**src/rtl/i2s_transmitter.sv**
```systemverilog
// I2S master transmitter: serialises parallel left/right samples MSB-first with generated SCK/WS.
// Define I2S_TX_LEFT_JUSTIFIED_EN for left-justified WS timing; default is standard I2S (one-bit delay).
module i2s_transmitter #(
  parameter int DATA_W   = 16,
  parameter int HALF_DIV = 4
) (
  input  logic              i_clk,
  input  logic              i_reset,
  input  logic              i_valid,
  input  logic [DATA_W-1:0] i_left,
  input  logic [DATA_W-1:0] i_right,
  output logic              o_ready,
  output logic              o_sck,
  output logic              o_ws,
  output logic              o_sd,
  output logic              o_frame_start,
  output logic              o_underrun
);

  localparam int FRAME_BITS = 2 * DATA_W;
  localparam int DIV_W      = (HALF_DIV > 1) ? $clog2(HALF_DIV) : 1;
  localparam int P_W        = $clog2(FRAME_BITS);
  localparam logic [DIV_W-1:0] DIV_LAST = DIV_W'(HALF_DIV - 1);
  localparam logic [P_W-1:0]   P_LAST   = P_W'(FRAME_BITS - 1);

  logic [DIV_W-1:0]      div_cnt;
  logic [P_W-1:0]        p_cnt;
  logic [FRAME_BITS-1:0] shift_q;
  logic [FRAME_BITS-1:0] last_q;
  logic [FRAME_BITS-1:0] buf_q;
  logic                  buf_full;

  logic                  div_tc;
  logic                  fall;
  logic                  frame_start;
  logic                  xfer;
  logic [P_W-1:0]        p_next;
  logic                  ws_next;
  logic [FRAME_BITS-1:0] in_pair;
  logic [FRAME_BITS-1:0] load_pair;

  assign o_ready     = ~buf_full & ~i_reset;
  assign xfer        = i_valid & o_ready;
  assign in_pair     = {i_left, i_right};
  assign div_tc      = (div_cnt == DIV_LAST);
  assign fall        = div_tc & o_sck;
  assign frame_start = fall & (p_cnt == P_LAST);
  assign p_next      = (p_cnt == P_LAST) ? '0 : p_cnt + 1'b1;

  // Buffered pair wins, then a same-cycle bypass, else repeat the last pair.
  assign load_pair = buf_full ? buf_q : (xfer ? in_pair : last_q);

`ifdef I2S_TX_LEFT_JUSTIFIED_EN
  assign ws_next = (p_next >= P_W'(DATA_W));
`else
  assign ws_next = (p_next >= P_W'(DATA_W - 1)) && (p_next <= P_W'(FRAME_BITS - 2));
`endif

  always_ff @(posedge i_clk) begin
    if (i_reset) begin
      div_cnt       <= '0;
      p_cnt         <= P_LAST;
      shift_q       <= '0;
      last_q        <= '0;
      buf_q         <= '0;
      buf_full      <= 1'b0;
      o_sck         <= 1'b0;
      o_ws          <= 1'b0;
      o_sd          <= 1'b0;
      o_frame_start <= 1'b0;
      o_underrun    <= 1'b0;
    end else begin
      o_frame_start <= 1'b0;
      o_underrun    <= 1'b0;

      if (div_tc) begin
        div_cnt <= '0;
        o_sck   <= ~o_sck;
      end else begin
        div_cnt <= div_cnt + 1'b1;
      end

      if (fall) begin
        p_cnt <= p_next;
        o_ws  <= ws_next;
        if (frame_start) begin
          o_sd          <= load_pair[FRAME_BITS-1];
          shift_q       <= {load_pair[FRAME_BITS-2:0], 1'b0};
          last_q        <= load_pair;
          o_frame_start <= 1'b1;
          o_underrun    <= ~buf_full & ~xfer;
        end else begin
          o_sd    <= shift_q[FRAME_BITS-1];
          shift_q <= {shift_q[FRAME_BITS-2:0], 1'b0};
        end
      end

      // A transfer landing on a frame start with the buffer empty bypasses it.
      if (frame_start && buf_full) begin
        buf_full <= 1'b0;
      end else if (xfer && !frame_start) begin
        buf_full <= 1'b1;
        buf_q    <= in_pair;
      end
    end
  end

endmodule

```
**config.mk**
```make
export PLATFORM = sky130hd
export DESIGN_NAME = i2s_transmitter
export DESIGN_NICKNAME = d
export VERILOG_FILES = /design/src/rtl/i2s_transmitter.sv
export SDC_FILE = /design/constraint.sdc
export NUM_CORES = 1
export LEC_CHECK = 0
export ABC_AREA = 1
export ABC_CLOCK_PERIOD_IN_PS = 3570
export BUFFER_PORTS_ARGS = -buffer_cell sky130_fd_sc_hd__buf_2
export CAP_MARGIN = 10
export CORE_MARGIN = 2
export CORE_UTILIZATION = 50
export DETAILED_ROUTE_END_ITERATION = 10
export PLACE_DENSITY = 0.77
export SKIP_LAST_GASP = 1
export SLEW_MARGIN = 20
export SYNTH_ARGS = -nofsm -noshare
export SYNTH_HDL_FRONTEND = slang
export SYNTH_SLANG_ARGS = --single-unit
```
**constraint.sdc**
```tcl
create_clock -name i_clk -period 3.57 [get_ports i_clk]
set_input_delay 0.357 -clock i_clk [delete_from_list [all_inputs] [get_ports i_clk]]
set_output_delay 0.357 -clock i_clk [all_outputs]
set_load 0.005 [all_outputs]
```
==> results.yml <==
yosys:
  ys_seq_area_share_pct: 46.6
  ys_ff_latch: 108
  async_reset_ff_share_pct: 0
  syn_nets: 691
  synth_area_um2: 4640
  synthCells: 653
  syn-mean-instance-area_um2: 7.11
  synth.yosys.warnings: 0
  synth_edf_count: 0
  ys_dominant_reg_cell: "dfxtp_1"
  synth.distinct_cells: 25
setup_path:
  critPathKind: "reg -> reg"
  path_cells: "ha_1 -> nand2_4 -> inv_4 -> nand2_4 -> nand2_4 -> inv_2 -> nor2_1 -> nor2_1"
  crit_buf_inv: 2
  crit_slowest_cell: "nand2_4"
  crit_required_ps: 3820
  crit_fanout: 37
  crit_family: "simple AND/OR/NAND/NOR gates"
  slowest_delay_ps: 390
  startpoint_type: "flip-flop"
  timing.rr.start: "div_cnt[0]$_SDFF_PP0_"
  crit_start: "div_cnt[0]$_SDFF_PP0_"
  crit_top_cell: "nand2_4"
  cp.arrival_ps: 2910
  cp-end-kind: "flip-flop"
route:
  drc: 0
  wl_mm: 10.5
  drt_iter0_drc: 224
  post_drt_wl_per_cell_um: 13.4
  firstDrtPassIters: 5
  num_vias: 4151
  ant_nets: 0
  routed_via_density: 5.33
final_layout:
  layout.cells.non_filler: 779
  fin_util_pct: 54.3
  final_area_um2: 4940
  drive_above_1_share_pct: 10.3
  fillers: 879
  layout_common_cells: "140 x nand2_1, 133 x nor2_1, 108 x dfxtp_1"
  finalNetCount: 701
  final_common_cell: "nand2_1"
  area_growth_syn_to_layout_pct: 6.50
  diodes: 0
timing:
  timing_hold_violations_final: 0
  min_period_ps: 2660
  min_period_over_period_pct: 74.4
  tns_ps: 0
  tightest_slew_ps: 668
  fmax_mhz: 376
  relSlewSlack_pct: 55.4
  drv_slew: 0
  finalClockSkew_ps: 10.8
  rsz0062_at_grt: "false"
  setup_viol: 0
clocking:
  cts_buffers: 9
  cts_hold_buf: 0
  cts_resized: 0
  clock_latency_ps: 370
  postCtsSetupRepairBufs: 0
  clk_root_buffer_cell: "clkbuf_8"
  cts.path.max_buffers: 2
  h-tree-depth: 3
  tritoncts: "built"
  clkSlewWorstSetupHoldPaths_ps: 100
  cts_sinks: 108
die:
  dieArea_um2: 10100
  die_h_um: 100
  core_area_um2: 9110
  rows: 35
  die_w_um: 100
  start_util_pct: 51.0
  io_pins: 41
power:
  power.total_uw: 2170
  power.share.combinational_pct: 9.3
  internal_power_uw: 1600
  clock_power_share_pct: 32.8
  p_switching_uw: 570
  seqPwrFrac_pct: 57.9
  ir_drop_mv: 0.277
  power_density_nw_per_um2: 439
  swShare_pct: 26.2
  p_leak_uw: 0.00217
grt:
  gr-usage-met1_pct: 27.1
  busiest_layer: "met2"
  grt_pass1_wl_mm: 18.4
  antenna_found_initial: 0
  grt_pass1_vias: 4086
  met2_usage_pct: 39.2
  grt-ovfl-total: 0
  grt.met3_usage_pct: 5.64
  grt_max_degree: 66
  grt_usage_pct: 22.5
place:
  hpwlAfterDp_mm: 6.28
  portBuffers: 40
  dpl-instance-area_um2: 4760
  dp_cells: 763
  gp_congestion: 0.790
min_path:
  hp-start: "i_valid"
  min_path_type: "in -> reg"
status:
  status: "finished, final reports clean"
job:
  maxCapViolCount: 0
-- state kept, by name, indices dropped and copies added, names as in the netlist --
signal	flops
last_q	32
buf_full	1
o_sck	1
o_frame_start	1
buf_q	32
div_cnt	2
o_underrun	1
o_ws	1
p_cnt	5
shift_q	31
o_sd	1
-- worst reg2reg max path, cell delays in order, from the launching register on --
cell,delay [ps]
dfxtp_1,350
ha_1,260
nand2_4,260
inv_4,390
nand2_4,320
nand2_4,400
inv_2,310
nor2_1,200
nor2_1,60
-- stage by stage --
step	worst slack, ps	hold WS (ps)
floorplan	2000	404
global placement	1040	411
detailed placement	932	421
CTS	903	193
global route	592	184
finish	913	206
-- power groups by stage --
| stage | combinational [µW] | sequential, µW | clock, µW |
|---|---|---|---|
| CTS | 202 | 1260 | 733 |
| global route | 233 | 1260 | 779 |
| finish | 203 | 1260 | 711 |
| floorplan | 154 | 1280 | 0 |
| global placement | 196 | 1280 | 0 |
| detailed placement | 202 | 1280 | 0 |
-- cell type report --
cell class	instances	area [µm²]	area share [%]
Multi-Input combinational cell	488	2170	44.0
Tap cell	111	139	2.81
Sequential cell	108	2160	43.7
Clock inverter	4	32.5	0.658
Timing Repair Buffer	44	230	4.66
Clock buffer	12	155	3.14
Inverter	12	50.0	1.01
-- worst paths after layout --
path / end / slack (ps) / cells after the start
hold reg to reg: div_cnt[0]$_SDFF_PP0_ / 430 / 1
setup / recovery: buf_q[26]$_SDFFE_PP0P_ / 910 / 8
setup reg to reg: buf_q[26]$_SDFFE_PP0P_ / 910 / 8
hold / removal: o_underrun$_SDFF_PP0_ / 210 / 2
-- metal layers --
layer | wire length [µm] | vias to the layer above
met1 | 4770 | 1878
met3 | 601 | 14
met4 | 125 | 0
met5 | 0 | -
li1 | - | 2156
met2 | 4960 | 103
-- synth_stat cells, types with 4 or more instances --
| cell | count | area share, % |
|---|---|---|
| o21ai_1 | 40 | 4.3 |
| a21oi_1 | 66 | 7.1 |
| dfxtp_1 | 108 | 47 |
| nor2_1 | 133 | 11 |
| buf_4 | 6 | 0.97 |
| nand2_4 | 4 | 0.97 |
| buf_6 | 6 | 1.5 |
| inv_1 | 8 | 0.65 |
| nand3_1 | 36 | 3.9 |
| clkbuf_1 | 18 | 1.5 |
| nand2_1 | 140 | 11 |
| o21ai_0 | 54 | 5.8 |
| buf_2 | 15 | 1.6 |
-- kinds of logic after synthesis --
| logic type | share of synthesized area, % |
|---|---|
| buffers and inverters | 6.58 |
| DFF | 46.6 |
| AOI/OAI and AO/OA | 18.2 |
| adders and majority gates | 0.809 |
| and+or+nand+nor | 27.8 |
Power figures use the tool's default switching activity.
